$ cat src/rtl/branch_predictor_if.sv
// Fetch-side lookup and resolve-side update bundle for branch_predictor.
// The predictor is the slave; the fetch/execute logic driving it is the master.
interface branch_predictor_if;
  logic        enable;
  logic [31:0] fetchPc;
  logic        updateValid;
  logic [31:0] updatePc;
  logic        updateTaken;
  logic [31:0] updateTarget;
  logic        predicted;
  logic [31:0] predictedPc;
  logic [31:0] lookupHits;
  logic [31:0] mispredicts;

  // updateValid has no ready: an update is consumed on every enabled clock edge it is high.
  modport master (
    output enable, fetchPc, updateValid, updatePc, updateTaken, updateTarget,
    input  predicted, predictedPc, lookupHits, mispredicts
  );

  modport slave (
    input  enable, fetchPc, updateValid, updatePc, updateTaken, updateTarget,
    output predicted, predictedPc, lookupHits, mispredicts
  );
endinterface

$ cat src/rtl/branch_predictor.sv
// Direct-mapped branch target buffer with 2-bit saturating direction counters.
// Define BRANCH_PREDICTOR_STATS_EN to build the lookupHits/mispredicts counters.
module branch_predictor #(
  parameter int INDEX_BITS = 3
) (
  input  logic               clock,
  input  logic               reset,
  branch_predictor_if.slave  bus
);
  localparam int ENTRIES  = 1 << INDEX_BITS;
  localparam int TAG_BITS = 30 - INDEX_BITS;

  logic [ENTRIES-1:0]  valid_q;
  logic [1:0]          ctr_q    [ENTRIES];
  logic [TAG_BITS-1:0] tag_q    [ENTRIES];
  logic [31:0]         target_q [ENTRIES];

  logic [INDEX_BITS-1:0] fetch_idx;
  logic [TAG_BITS-1:0]   fetch_tag;
  logic                  fetch_hit;
  logic [INDEX_BITS-1:0] upd_idx;
  logic [TAG_BITS-1:0]   upd_tag;
  logic                  upd_hit;
  logic                  do_update;

  assign fetch_idx = bus.fetchPc[INDEX_BITS+1:2];
  assign fetch_tag = bus.fetchPc[31:INDEX_BITS+2];
  assign upd_idx   = bus.updatePc[INDEX_BITS+1:2];
  assign upd_tag   = bus.updatePc[31:INDEX_BITS+2];
  assign do_update = bus.updateValid && bus.enable;

  // Lookup reads the registered table only, so a same-cycle update is seen next cycle.
  always_comb begin
    fetch_hit   = valid_q[fetch_idx] && (tag_q[fetch_idx] == fetch_tag);
    upd_hit     = valid_q[upd_idx] && (tag_q[upd_idx] == upd_tag);
    bus.predicted   = fetch_hit && ctr_q[fetch_idx][1];
    bus.predictedPc = bus.fetchPc + 32'd4;
    if (bus.predicted) begin
      bus.predictedPc = target_q[fetch_idx];
    end
  end

  always_ff @(posedge clock) begin
    if (reset) begin
      valid_q <= '0;
      for (int i = 0; i < ENTRIES; i++) begin
        ctr_q[i] <= 2'd0;
      end
    end else if (do_update) begin
      if (upd_hit) begin
        if (bus.updateTaken && (ctr_q[upd_idx] != 2'd3)) begin
          ctr_q[upd_idx] <= ctr_q[upd_idx] + 2'd1;
        end else if (!bus.updateTaken && (ctr_q[upd_idx] != 2'd0)) begin
          ctr_q[upd_idx] <= ctr_q[upd_idx] - 2'd1;
        end
      end else if (bus.updateTaken) begin
        valid_q[upd_idx] <= 1'b1;
        ctr_q[upd_idx]   <= 2'd2;
      end
    end
  end

  // Tag and target carry no reset; valid_q alone decides whether they mean anything.
  always_ff @(posedge clock) begin
    if (!reset && do_update && bus.updateTaken) begin
      target_q[upd_idx] <= bus.updateTarget;
      if (!upd_hit) begin
        tag_q[upd_idx] <= upd_tag;
      end
    end
  end

`ifdef BRANCH_PREDICTOR_STATS_EN
  logic [31:0] hits_q;
  logic [31:0] mispredicts_q;
  logic        upd_pred;

  assign upd_pred = upd_hit && ctr_q[upd_idx][1];

  always_ff @(posedge clock) begin
    if (reset) begin
      hits_q        <= '0;
      mispredicts_q <= '0;
    end else if (do_update) begin
      if (upd_hit) begin
        hits_q <= hits_q + 32'd1;
      end
      if (upd_pred != bus.updateTaken) begin
        mispredicts_q <= mispredicts_q + 32'd1;
      end
    end
  end

  assign bus.lookupHits  = hits_q;
  assign bus.mispredicts = mispredicts_q;
`else
  assign bus.lookupHits  = '0;
  assign bus.mispredicts = '0;
`endif
endmodule

$ cat src/flat_wrapper.sv
// flat-port wrapper written by rule: the top's interface ports become plain ports
module branch_predictor_flat 
#(
  parameter int INDEX_BITS = 3
)
  (clock, reset, bus_enable, bus_fetchPc, bus_updateValid, bus_updatePc, bus_updateTaken, bus_updateTarget, bus_predicted, bus_predictedPc, bus_lookupHits, bus_mispredicts);
  branch_predictor_if bus_i ();
  input  logic clock;
  input  logic reset;
  input wire logic [$bits(bus_i.enable)-1:0] bus_enable;
  input wire logic [$bits(bus_i.fetchPc)-1:0] bus_fetchPc;
  input wire logic [$bits(bus_i.updateValid)-1:0] bus_updateValid;
  input wire logic [$bits(bus_i.updatePc)-1:0] bus_updatePc;
  input wire logic [$bits(bus_i.updateTaken)-1:0] bus_updateTaken;
  input wire logic [$bits(bus_i.updateTarget)-1:0] bus_updateTarget;
  output wire logic [$bits(bus_i.predicted)-1:0] bus_predicted;
  output wire logic [$bits(bus_i.predictedPc)-1:0] bus_predictedPc;
  output wire logic [$bits(bus_i.lookupHits)-1:0] bus_lookupHits;
  output wire logic [$bits(bus_i.mispredicts)-1:0] bus_mispredicts;
  assign bus_i.enable = bus_enable;
  assign bus_i.fetchPc = bus_fetchPc;
  assign bus_i.updateValid = bus_updateValid;
  assign bus_i.updatePc = bus_updatePc;
  assign bus_i.updateTaken = bus_updateTaken;
  assign bus_i.updateTarget = bus_updateTarget;
  assign bus_predicted = bus_i.predicted;
  assign bus_predictedPc = bus_i.predictedPc;
  assign bus_lookupHits = bus_i.lookupHits;
  assign bus_mispredicts = bus_i.mispredicts;
  branch_predictor #(.INDEX_BITS(INDEX_BITS)) u_core (.clock(clock), .reset(reset), .bus(bus_i));
endmodule
$ cat config.mk
export PLATFORM = sky130hd
export DESIGN_NAME = branch_predictor_flat
export DESIGN_NICKNAME = d
export VERILOG_FILES = /design/src/rtl/branch_predictor_if.sv /design/src/rtl/branch_predictor.sv /design/src/flat_wrapper.sv
export SDC_FILE = /design/constraint.sdc
export NUM_CORES = 1
export LEC_CHECK = 0
export ABC_AREA = 1
export BUFFER_PORTS_ARGS = -buffer_cell sky130_fd_sc_hd__buf_2
export CAP_MARGIN = 20
export CORE_ASPECT_RATIO = 1.5
export CORE_MARGIN = 2
export CORE_UTILIZATION = 40
export DETAILED_ROUTE_END_ITERATION = 10
export SLEW_MARGIN = 20
export SYNTH_ARGS = -nofsm -noshare
export SYNTH_HDL_FRONTEND = slang
export SYNTH_SLANG_ARGS = --single-unit
$ cat constraint.sdc
create_clock -name clock -period 12.9 [get_ports clock]
set_clock_uncertainty 0.05 [all_clocks]
set_input_delay 3.87 -clock clock [delete_from_list [all_inputs] [get_ports clock]]
set_output_delay 3.87 -clock clock [all_outputs]
set_load 0.01 [all_outputs]
==> results of run 1 <==
## sequential cells by signal, summed over array words and instances, names as in the netlist
register         flops
u_core.tag_q       216
u_core.valid_q       8
u_core.ctr_q        16
u_core.target_q    256
## placed cells by master (no fill, tap or decap), types with 17 or more instances in the layout
cell type                   synthesis  layout
sky130_fd_sc_hd__o221ai_1          17      17
sky130_fd_sc_hd__nor2_1           264     251
sky130_fd_sc_hd__inv_1            274     273
sky130_fd_sc_hd__nand3_1          173     173
sky130_fd_sc_hd__xor2_1            30      30
sky130_fd_sc_hd__clkbuf_16          0      50
sky130_fd_sc_hd__nand4_1           21      21
sky130_fd_sc_hd__conb_1             1      64
sky130_fd_sc_hd__edfxtp_1         488     488
sky130_fd_sc_hd__buf_4             75      31
sky130_fd_sc_hd__o21ai_0          258     258
sky130_fd_sc_hd__o22ai_1           35      35
sky130_fd_sc_hd__o211ai_1          30      30
sky130_fd_sc_hd__buf_2             50     128
sky130_fd_sc_hd__nand2_1          606     606
sky130_fd_sc_hd__nor2_4             3      17
sky130_fd_sc_hd__a21oi_1          122     122
## per-layer routing
| layer | up-vias | share of wire |
|---|---|---|
| li1 | 9003 | - |
| met1 | 9195 | 0.39 |
| met2 | 763 | 0.49 |
| met3 | 188 | 0.070 |
| met4 | 20 | 0.045 |
| met5 | - | 0.0018 |
## power by group through the flow
stage               Clock (mW)  Sequential (mW)  Combinational, mW
global route              1.42             1.79              0.378
floorplan                    0             1.82              0.222
global placement             0             1.82              0.333
CTS                       1.36             1.79              0.341
finish                    1.34             1.79              0.342
detailed placement           0             1.82              0.340
## layout make-up
type,instances,area (um2),share of cell area
diodes,5,12.5,0.000456
clock buffers,65,1310,0.0477
clock inverters,22,161,0.00588
inverters,278,1050,0.0383
multi-input cells,1730,8180,0.298
flip-flops and latches,496,14800,0.540
well taps,791,990,0.0361
repair buffers,162,925,0.0337
## per-stage QoR
step / hold WS [ps] / instance area (um2)
after floorplan: 395 / 25100
after global placement: 416 / 26000
after detailed placement: 427 / 26000
after CTS: 444 / 27400
after global routing: 475 / 27400
final: 440 / 27400
## worst reg2reg max path, delay by kind of cell, from the launching register on
kind	cells	cell delay (ps)
buffers and inverters	1	70
DFF	1	390
and+or+nand+nor	12	2270
## final timing paths
path | startpoint | endpoint | slack [ps] | cells after the start
worst max-delay path | bus_fetchPc[2] | bus_predictedPc[11] | 1270 | 14
worst min-delay path | u_core.valid_q[4] | u_core.valid_q[4] | 440 | 2
worst max register to register | u_core.tag_q[4][1] | u_core.tag_q[6][24] | 9660 | 13
worst min register to register | u_core.valid_q[4] | u_core.valid_q[4] | 440 | 2
## logic make-up after synthesis
| group | count (synthesis) | share of synthesized area |
|---|---|---|
| AO/OA/AOI/OAI | 501 | 0.113 |
| XOR/XNOR | 32 | 0.0113 |
| adder cells (fa/ha/maj) | 1 | 0.000503 |
| buffers and inverters | 480 | 0.0891 |
| flip-flops | 496 | 0.596 |
| other | 1 | 0.000151 |
| AND/OR/NAND/NOR | 1132 | 0.190 |
==> results by stage, run 1 <==
Outcome:
- The flow ran to the end, and the final reports show no timing, DRC or antenna violations.

Detailed routing:
- The detail route stage leaves a number of antenna-violating nets equal to 0.
- The via density per instance is about 5.4.
- The final layout contains routed wiring with a total length of ~75000 um.
- The final route contains 19200 vias.
- The number of DRC violations after detailed routing is 0.
- The number of DRC markers in iteration 0 is approximately 1600.
- The final routed wire length divided by cell count is between 20 and 25 um.
- The number of detailed-route iterations in the first pass is 5.

Timing:
- At the pin with the least slew margin, the transition time is around 1100 ps.
- The number of pins exceeding their max-slew limit in the final report was 0.
- The hold violation total from the final report is 0.
- After layout, the worst setup slack is 1270 ps.
- Setup repair after global routing left no endpoint under its margin.
- The setup TNS after final layout is 0 ps.
- The tightest slew margin relative to the limit is 0.252.
- The number of setup violations in the final report is 0.
- The clock period could shrink to approximately 12000 ps.
- The upper clock frequency limit is between 80 and 90 MHz.
- The share of the cycle needed by the critical path after routing is 0.901.

Yosys:
- sky130_fd_sc_hd__edfxtp_1 takes more of the synthesized area than any other cell.
- The dominant cell by count in the synthesized netlist is sky130_fd_sc_hd__nand2_1.
- Counting distinct cell types in the post-synthesis netlist gives 43.
- After synthesis the netlist holds a flip-flop and latch count of 496.
- The commonest cells after synthesis are sky130_fd_sc_hd__nand2_1 (606), sky130_fd_sc_hd__edfxtp_1 (488), sky130_fd_sc_hd__inv_1 (274).
- The count of mapped cells out of synthesis is 2643.
- The number of flops mapped to enable cells by yosys is about 490.
- The count of yosys warnings during synthesis is 0.
- The share of async-settable or async-resettable flops after synthesis is 0.
- The summed instance area of the synthesized netlist is around 25000 um2.
- The most instantiated flip-flop cell in the synthesis netlist is sky130_fd_sc_hd__edfxtp_1.
- A synthesized cell averages about 9.4 um2.
- Of the synthesized area, sequential elements account for 0.596.
- The share of synthesized area in the top cell type comes to 0.590.
- Yosys attributes the largest share of cell area to sky130_fd_sc_hd__edfxtp_1 (59%), sky130_fd_sc_hd__nand2_1 (9.2%), sky130_fd_sc_hd__o21ai_0 (5.2%), sky130_fd_sc_hd__inv_1 (4.1%), sky130_fd_sc_hd__nor2_1 (4.0%).

Critical path:
- The buffering stage count on the worst path with inverters included is 4.
- The largest individual stage delay along the critical path comes from the cell sky130_fd_sc_hd__buf_4.
- For this run, the slowest stage of the critical path takes between 600 and 700 ps.
- The category of the most critical setup path is primary input to primary output.
- STA classifies the critical path startpoint as a primary input.
- The signal on the critical path passes through buf_6 -> buf_4 -> o21ai_0 -> nand2_1 -> nand2_1 -> nand3_1 -> nand4_1 -> nor2_1 -> nand2_1 -> nor2_2 -> buf_4 -> nand2_2 -> o21ai_1 -> buf_2.
- Along the worst path, the maximum fanout reaches between 70 and 80.
- The type of destination of the critical path is a primary output.
- The worst path required time is between 8000 and 9000 ps.
- The most numerous cell on the critical path is sky130_fd_sc_hd__nand2_1.
- The category of cells accounting for the largest share of critical-path delay is buffers and inverters.
- The data arrival time of the critical path is ~7700 ps.

Global routing:
- The initial antenna violation count is 15.
- For met1 alone, demand over resource in global routing was 0.272.
- The number of global-route vias before repair is between 15000 and 20000.
- For this run, the total global-route usage over all layers was measured as 0.228.
- The first global-routing pass estimated ~110000 um of wire.
- The pin count of the biggest net entering global routing is between 150 and 200.
- After global routing the overflow that remains totals 0.
- The layer with the highest usage after global routing is met2.
- For met3 alone, demand over resource in global routing was 0.0388.
- The global routing usage on met2 is 0.403.

Cells and area:
- The net total in the final layout is 2818.
- The fraction of layout cells with a size suffix above 1 is 0.0995.
- The number of fill cells in the layout is 5758.
- Compared with the post-synthesis result, the final layout area differs by 10.4%.
- The share of the core filled with cells in the final layout is 0.448.
- Excluding fillers, the count of instances in the completed layout stands at between 3000 and 4000.

Power:
- The net switching power is roughly 0.85 mW.
- The worst-case vdd ir drop is 0.102 mV.
- Overall power consumption after layout is estimated at 3.47 mW.
- The power share of the combinational group is 0.099.
- Of the total power, the share spent switching nets is 0.244.
- The clock network fraction of total power is 0.387.
- The sequential fraction of design power is 0.515.
- The internal power contribution is 2.62 mW.
- The leakage power total is 10.9 nW.
- The power density of the placed cells is between 100 and 150 nW/um2.

Placed design:
- The quantity of I/O buffers inserted on ports is around 130.
- The detailed placement HPWL is ~47000 um.
- The final weighted congestion in routability-driven placement is 0.940.
- OpenSTA, run right after detailed placement, puts the worst setup slack at around 1400 ps.
- Including well taps, the total number of placed cells is ~3500.

Clocking:
- The longest clock path from root to sink contains 3 buffers.
- The number of gates given a new drive strength after cts is 0.
- TritonCTS built the clock tree.
- The number of sinks handled by clock tree synthesis is about 500.
- The clock transition at the register clock pins on the worst setup and hold paths after CTS is roughly 70 ps.
- The buffers inserted during post-CTS setup optimization is 0.
- The clock tree synthesis step divided the H-tree into 2 levels.
- Counting the buffers created by CTS gives 48.
- The worst-skew pair later-pin latency is between 500 and 600 ps.
- Clock tree synthesis selected as its root buffer the cell sky130_fd_sc_hd__clkbuf_16.
- The count of hold buffers inserted by post-cts repair is 0.

Floorplanning:
- For this configuration, the core starts out at a cell density of 0.406.
- The die covers approximately 64000 um2.
- The area inside the core boundary is ~61000 um2.
- The number of placement rows is 111.
- The die is around 210 um wide.
- The vertical die dimension is slightly above 300 um.
- The number of placed I/O pins is about 200.

Run:
- The number of max-capacitance violations reported is 0.

Min path:
- The worst min-delay path class is flop to flop.
Note: power is estimated with default switching activity, not from simulation.
==> run 2, diff against run 1 <==
MAX_ROUTING_LAYER = met4   (was unset)
clock period = 11.4 ns   (was 12.9 ns; I/O delays follow)
==> run 2 against run 1 <==
Net effect: clock power grew 16%; first-iteration DRC count grew 7.1%; critical path depth is the same; cell count grew 0.42%; utilization grew 0.17 points; combinational power grew 14%; count of clock-buffer cells in the layout shrank 3; sequential power grew 13%.
==> results by stage, run 2 (same netlist as run 1, synthesis figures left out) <==
Clocking:
- The number of sinks handled by clock tree synthesis is 496.
- After clock tree synthesis, the flow added hold-fix buffers numbering 0.
- TritonCTS built the clock tree.
- CTS placed an instance of sky130_fd_sc_hd__clkbuf_16 at the clock tree root.
- In this run the post-CTS setup repair buffer count came out at 0.
- The TritonCTS buffer count is 47.
- The number of gates given a new drive strength after cts is 0.
- The depth of the CTS H-tree is 2.
- In this run the deepest clock path goes through 3 buffers.
- The clock transition at the register clock pins on the worst setup and hold paths after CTS is approximately 70 ps.
- The worst-skew pair later-pin latency is roughly 580 ps.

Timing:
- The hold violation total from the final report is 0.
- The share of the cycle needed by the critical path after routing is 0.930.
- Adding up every negative setup slack in the final design gives 0 ps.
- Setup violations remaining at the end of the flow were counted as 0.
- Setup repair after global routing left no endpoint under its margin.
- The actual transition at the worst max-transition pin is roughly 1100 ps.
- The smallest clock period supported by the final layout is computed as between 10000 and 15000 ps.
- The tightest slew margin relative to the limit is 0.267.
- The number of pins exceeding their max-slew limit in the final report is 0.
- The upper clock frequency limit is ~94 MHz.

Detailed routing:
- The total via count in the routed design is 19300.
- After detailed routing, the average wire length per cell comes to 20.9 um.
- The detailed router finished its first iteration with between 1500 and 2000 violations.
- Using the TritonRoute via totals, the vias-per-cell ratio works out to ~5.4.
- The residual antenna-violating net count after detailed routing is 0.
- The number of DRC violations after detailed routing is 0.
- The total length of routed wires is about 75000 um.
- The pre-antenna-repair detailed-routing pass consisted of 8 iterations.

Floorplanning:
- The die is just over 200 um wide.
- The area inside the core boundary is 61200 um2.
- Pin placement for this block handled 198 I/O pins.
- In this run the vertical extent of the chip is a little over 300 um.
- The die area is roughly 64000 um2.
- The number of placement rows is roughly 110.
- The initial utilization of the core area, before any placement, comes to 0.406.

Cells and area:
- Leaving out fill and tap cells, the most frequent cells in the layout are sky130_fd_sc_hd__nand2_1 (606), sky130_fd_sc_hd__edfxtp_1 (488), sky130_fd_sc_hd__inv_1 (273).
- The net total in the final layout is approximately 2800.
- Relative to the synthesized area, the layout overhead comes to 10.8%.
- The number of fill cells in the layout is 5828.
- Leaving out fill and tap cells, the most frequent cell in the layout is sky130_fd_sc_hd__nand2_1.
- The register ranked first by flip-flop count is u_core.target_q.
- The largest registers in the layout are u_core.target_q: 256 flops, u_core.tag_q: 216 flops, u_core.ctr_q: 16 flops.
- The fraction of layout cells with a size suffix above 1 is 0.106.
- The number of flip-flops under the largest register name is about 260.

Global routing:
- The overall track demand over capacity in global routing is 0.234.
- The sum of overflow across all layers after global routing is 0.
- The wire length of the first global-routing pass is ~110000 um.
- The pin count of the biggest net entering global routing is 136.
- The initial antenna violation count is 18.
- The number of global-route vias before repair is 18800.

Min path:
- The tightest min-delay check is of the flop to flop type.
- The worst hold endpoint is u_core.valid_q[3].
- The start point of the worst hold path is u_core.valid_q[3].
- The worst hold path was traced through 2 stages.

Run:
- Max-cap violations in this run came to 0.

Critical path:
- The startpoint identified for the worst register-to-register timing path is u_core.tag_q[5][11].
- The worst setup path is captured at a primary output.
- The critical path is of the primary input to primary output type.
- The highest fanout seen on the critical path is 75.
- STA classifies the critical path startpoint as a primary input.
- The critical path launch point is bus_fetchPc[2].
- The capture instance of the worst register-to-register path is u_core.tag_q[4][25].
- The data arrival time of the critical path is roughly 7000 ps.
- The setup slack on the worst flop-to-flop path is 8310 ps.
- The worst path required time is around 7900 ps.
- The number of cell instances on the worst register-to-register path is 14.

Placed design:
- After legalization and detailed placement, the total HPWL measured approximately 48000 um.
- Buffers placed on the I/O ports in this run total approximately 130.
- At the end of routability-driven placement, the weighted congestion stood at 0.925.

Power:
- Summed over all cells, the static leakage comes to approximately 11 nW.
- The design draws slightly below 4 mW.
- The worst-case vdd ir drop is 0.0932 mV.
- The power density of the placed cells is around 140 nW/um2.

Outcome:
- The run finished with clean final reports.
run 2: changes by cell type in the layout (fill, tap and decap cells not counted), moves of 4 or more:
cell,previous run,this run
sky130_fd_sc_hd__clkinv_1,14,5
sky130_fd_sc_hd__diode_2,5,17
sky130_fd_sc_hd__clkbuf_8,0,4
sky130_fd_sc_hd__clkbuf_1,15,10
sky130_fd_sc_hd__clkinv_2,4,13
run 2: critical path, cell delays in order:
cell and delay, ps:
sky130_fd_sc_hd__buf_6 500, sky130_fd_sc_hd__buf_4 670, sky130_fd_sc_hd__o21ai_0 180, sky130_fd_sc_hd__o21ai_0 310, sky130_fd_sc_hd__nand2_1 130, sky130_fd_sc_hd__nand3_1 130
sky130_fd_sc_hd__nand2_1 60, sky130_fd_sc_hd__nor2_1 160, sky130_fd_sc_hd__nand3_1 120, sky130_fd_sc_hd__nor2_2 160, sky130_fd_sc_hd__nand2_2 530, sky130_fd_sc_hd__nor2_1 440
sky130_fd_sc_hd__nor2_1 90, sky130_fd_sc_hd__buf_2 150
run 2: power breakdown:
group	leakage [nW]	internal, mW	switching (mW)	total (mW)
clock network	0.750	0.870	0.689	1.56
registers	4.48	2.02	0.00488	2.02
logic	5.77	0.106	0.283	0.389
run 2: worst max path at each step:
stage          slack, ps                   to  depth (start not counted)
3_5_place_dp         830   bus_predictedPc[5]                         14
4_1_cts              820   bus_predictedPc[5]                         14
2_1_floorplan       2750  bus_predictedPc[11]                         14
3_3_place_gp         860   bus_predictedPc[5]                         14
6_report             790   bus_predictedPc[5]                         14
5_1_grt              580   bus_predictedPc[5]                         14
run 2: layout make-up:
class                      instances  area, um2  area share
clock buffer                      62       1290      0.0470
clock inverter                    25        219     0.00795
inverter                         278       1050      0.0381
timing repair buffer             165        960      0.0348
antenna                           17       42.5     0.00154
sequential                       496      14800       0.538
multi-input combinational       1730       8180       0.297
tap                              791        990      0.0359
run 2: routing by layer:
layer | vias up | GRT usage | part of all wire
met3 | 165 | 0.0360 | 0.068
met2 | 775 | 0.404 | 0.50
met1 | 9351 | 0.273 | 0.39
met4 | 0 | 0.0975 | 0.041
li1 | 9018 | - | -
met5 | - | - | 0
run 2: metrics by stage:
| step | utilization | cell area (um2) | hold slack, ps | std cells | setup WS [ps] |
|---|---|---|---|---|---|
| final | 0.450 | 27500 | 441 | 3564 | 794 |
| after floorplan | - | 25100 | 395 | 2706 | 2750 |
| after detailed placement | 0.424 | 26000 | 423 | 3460 | 831 |
| after global placement | 0.424 | 26000 | 410 | 3460 | 861 |
| after global routing | 0.450 | 27500 | 468 | 3564 | 581 |
| after CTS | 0.449 | 27500 | 440 | 3547 | 822 |
==> run 3, diff against run 2 <==
ABC_AREA = unset   (was 1)
CORE_MARGIN = unset   (was 2)
==> run 3 against run 2 <==
Net effect: wire length is 23% lower; critical endpoint is now bus_predictedPc[6]; combinational power is 22% lower; non-clock buffer count is 3 higher; maximum frequency is 2.0% higher; highest routed layer unchanged; power is 3.8% lower; synthesized cell count is 49% lower; clock power is 4% lower.
==> results by stage, run 3 <==
Run:
- The number of max-capacitance violations reported is 0.

Yosys:
- The synthesized flop and latch total is 496.
- The cell area that synthesis handed to floorplanning was approximately 23000 um2.
- A synthesized cell averages about 17 um2.
- The synthesized netlist contains 59 unique library cells.
- Counting instances in the post-synthesis netlist gives the leading cell types as sky130_fd_sc_hd__edfxtp_1 (488), sky130_fd_sc_hd__mux2i_1 (152), sky130_fd_sc_hd__mux4_2 (131).
- Of the post-synthesis cell area, the dominant cell type holds 0.642.
- The dominant cell by count in the synthesized netlist is sky130_fd_sc_hd__edfxtp_1.
- The largest area contributor in the netlist is sky130_fd_sc_hd__edfxtp_1.
- The count of mapped cells out of synthesis is 1336.
- The most instantiated flip-flop cell in the synthesis netlist is sky130_fd_sc_hd__edfxtp_1.
- The share of the Yosys chip area taken by registers is 0.649.
- Of all flip-flops after synthesis, the portion carrying an async set or reset was 0.
- In this run, synthesis inferred 488 flip-flops with an integrated enable.
- After synthesis, the cell types taking the most area are sky130_fd_sc_hd__edfxtp_1 (64%), sky130_fd_sc_hd__mux4_2 (13%), sky130_fd_sc_hd__mux2i_1 (6.7%), sky130_fd_sc_hd__buf_4 (2.3%), sky130_fd_sc_hd__xnor2_1 (1.3%).
- The count of yosys warnings during synthesis is 0.

Detailed routing:
- The residual antenna-violating net count after detailed routing is 0.
- After the first detailed-routing iteration, the DRC count stood at approximately 830.
- After detailed routing, the number of remaining DRC violations is 0.
- The total length of routed wires is a little under 60000 um.
- The final routed wire length divided by cell count is 25.4 um.
- The total via count in the routed design is roughly 13000.
- The first detailed-routing pass ran for 4 iterations.
- The via density per instance is approximately 5.5.

Cells and area:
- The sequential cells in the finished layout cover a total of about 15000 um2.
- In the layout the commonest cells are sky130_fd_sc_hd__edfxtp_1 (488), sky130_fd_sc_hd__mux2i_1 (152), sky130_fd_sc_hd__mux4_2 (131).
- More flip-flops sit in one register than any other, and that register is u_core.target_q.
- The number of fill cells in the layout is 4818.
- In the final layout, the share of cells above drive strength 1 is 0.264.
- The net total in the final layout is between 1500 and 2000.
- The largest registers in the layout are u_core.target_q: 256 flops, u_core.tag_q: 216 flops, u_core.ctr_q: 16 flops.
- The relative area change from synthesis to final layout is 12.5%.
- In the final layout, the multi-input gates occupy 7410 um2.
- The leading cell type in the layout, fill and taps excluded is sky130_fd_sc_hd__edfxtp_1.
- The number of flip-flops under the largest register name is 256.

Floorplanning:
- The area inside the core boundary is about 56000 um2.
- The starting density of the core is 0.407.
- The horizontal die dimension is 197 um.
- For this design the top-level I/O count stands at ~200.
- The die area is 58000 um2.
- The floorplan has ~110 rows.
- The vertical die dimension is just under 300 um.

Global routing:
- The number of global-route vias before repair is approximately 13000.
- The overall track demand over capacity in global routing is 0.206.
- The sum of overflow across all layers after global routing is 0.
- The initial antenna violation count is 13.
- Entering global routing, the biggest net connects around 80 pins.
- The wire length of the first global-routing pass is between 80000 and 90000 um.

Timing:
- Setup repair after global routing left no endpoint under its margin.
- The post-layout minimum cycle time is approximately 10000 ps.
- Of the available clock period, the critical path in the final layout requires 0.912.
- Headroom to the max-slew limit came out at 0.363.
- The number of pins exceeding their max-slew limit in the final report is 0.
- The upper clock frequency limit is 96.2 MHz.
- Setup violations remaining at the end of the flow were counted as 0.
- The hold violation total from the final report was 0.
- For the pin with the worst max-slew slack, the measured transition is ~950 ps.
- After routing, the total negative slack on setup checks comes to 0 ps.
- The worst setup slack after layout is a little over 1000 ps.

Placed design:
- The worst-case setup slack after placement is 946 ps.
- At the end of routability-driven placement, the weighted congestion stood at 0.871.
- The quantity of I/O buffers inserted on ports is ~130.
- The HPWL after detailed placement is around 37000 um.

Clocking:
- The root buffer cell is sky130_fd_sc_hd__clkbuf_16.
- For the worst-skew pair, the clock arrives at the later sink with an insertion delay of between 500 and 600 ps.
- The buffers inserted during post-CTS setup optimization is 0.
- The number of sinks handled by clock tree synthesis is just under 500.
- TritonCTS built the clock tree.
- Hold repair after CTS inserted 0 buffers.
- The number of gates given a new drive strength after cts is 0.
- The TritonCTS buffer count is 46.
- CTS built an H-tree with a depth of 2.
- The buffer depth of the longest clock path is 3.
- The clock transition at the register clock pins on the worst setup and hold paths after CTS is approximately 70 ps.

Power:
- For this design the ratio of total power to cell area is 149 nW/um2.
- The analysis attributes to cell leakage a power of 8.61 nW.
- The worst-case IR drop observed on VDD is roughly 0.091 mV.

Critical path:
- In this run the critical register-to-register path is launched from u_core.valid_q[1].
- The category of the most critical setup path is primary input to primary output.
- The data arrival time of the critical path is slightly below 7000 ps.
- The worst register-to-register path has a setup slack of approximately 6900 ps.
- For the worst flop-to-flop path, the logic depth is 9.
- The worst path required time is a little under 8000 ps.
- The worst register-to-register path ends at u_core.tag_q[0][17].
- The worst setup path is launched from a primary input.
- The highest fanout seen on the critical path is 44.
- The type of destination of the critical path is a primary output.

Min path:
- The number of instances on the worst hold path is 2.
- The worst hold endpoint is u_core.valid_q[3].
- The worst min-delay path class is flop to flop.
- The start point of the worst hold path is u_core.valid_q[3].

Outcome:
- The run finished with clean final reports.
## run 3: cell count changes in the layout (fill, tap and decap cells not counted), moves of 131 or more
cell,delta
sky130_fd_sc_hd__mux4_2,+131
sky130_fd_sc_hd__inv_1,-259
sky130_fd_sc_hd__mux2i_1,+152
sky130_fd_sc_hd__nand2_1,-572
sky130_fd_sc_hd__nand3_1,-152
sky130_fd_sc_hd__o21ai_0,-243
sky130_fd_sc_hd__nor2_1,-208
## run 3: how the worst max path moves through the flow
stage / to / startpoint / cells past startpoint
3_3_place_gp: bus_predictedPc[3] / bus_fetchPc[2] / 12
2_1_floorplan: bus_predictedPc[26] / bus_fetchPc[4] / 10
4_1_cts: bus_predictedPc[6] / bus_fetchPc[2] / 12
6_report: bus_predictedPc[6] / bus_fetchPc[2] / 11
5_1_grt: bus_predictedPc[6] / bus_fetchPc[2] / 12
3_5_place_dp: bus_predictedPc[6] / bus_fetchPc[2] / 12
## run 3: logic make-up (layout without fill, tap and decap cells)
kind of cell	count (synthesis)	after routing	synth area share
multiplexers	296	296	0.202
adder cells (fa/ha/maj)	1	1	0.000548
XOR/XNOR	61	61	0.0234
AO/OA/AOI/OAI	133	133	0.0398
flip-flops	496	496	0.649
other	1	77	0.000164
buffers and inverters	153	263	0.0406
AND/OR/NAND/NOR	195	195	0.0437
## run 3: layer usage
layer | track usage | vias up | part of all wire
li1 | - | 5570 | -
met1 | 0.233 | 6519 | 0.38
met2 | 0.364 | 420 | 0.53
met3 | 0.0366 | 96 | 0.057
met4 | 0.0720 | 0 | 0.031
met5 | - | - | 0
## run 3: layout make-up
| type | instances | share of cell area |
|---|---|---|
| Clock buffer | 67 | 0.0503 |
| Antenna cell | 13 | 0.00127 |
| Sequential cell | 496 | 0.577 |
| Multi-Input combinational cell | 750 | 0.289 |
| Tap cell | 756 | 0.0369 |
| Clock inverter | 12 | 0.00531 |
| Timing Repair Buffer | 168 | 0.0380 |
| Inverter | 16 | 0.00234 |
## run 3: worst max-delay path, cell delays in order
cell and delay (ps):
sky130_fd_sc_hd__clkbuf_8 450, sky130_fd_sc_hd__buf_4 430, sky130_fd_sc_hd__mux4_2 560, sky130_fd_sc_hd__o21ai_0 340, sky130_fd_sc_hd__xor2_1 250, sky130_fd_sc_hd__nand4_1 170, sky130_fd_sc_hd__nor4_4 290, sky130_fd_sc_hd__buf_12 290
sky130_fd_sc_hd__mux2_2 370, sky130_fd_sc_hd__a21oi_1 120, sky130_fd_sc_hd__buf_2 160
## run 3: power breakdown
part / internal [mW] / leakage [nW] / switching, mW / total, mW
clock: 0.850 / 0.694 / 0.646 / 1.50
sequential: 2.02 / 4.48 / 0.00538 / 2.02
combinational: 0.118 / 3.44 / 0.184 / 0.302
total: 2.98 / 8.61 / 0.835 / 3.82
## run 3: metrics by stage
stage | cells | instance area, um2 | hold WS (ps) | util | power [mW]
after global placement | 2186 | 24200 | 411 | 0.431 | 2.36
after global routing | 2276 | 25700 | 461 | 0.457 | 3.93
after floorplan | 1399 | 23100 | 394 | - | 2.26
after CTS | 2265 | 25600 | 440 | 0.457 | 3.86
after detailed placement | 2186 | 24200 | 430 | 0.431 | 2.37
final | 2278 | 25700 | 448 | 0.457 | 3.82
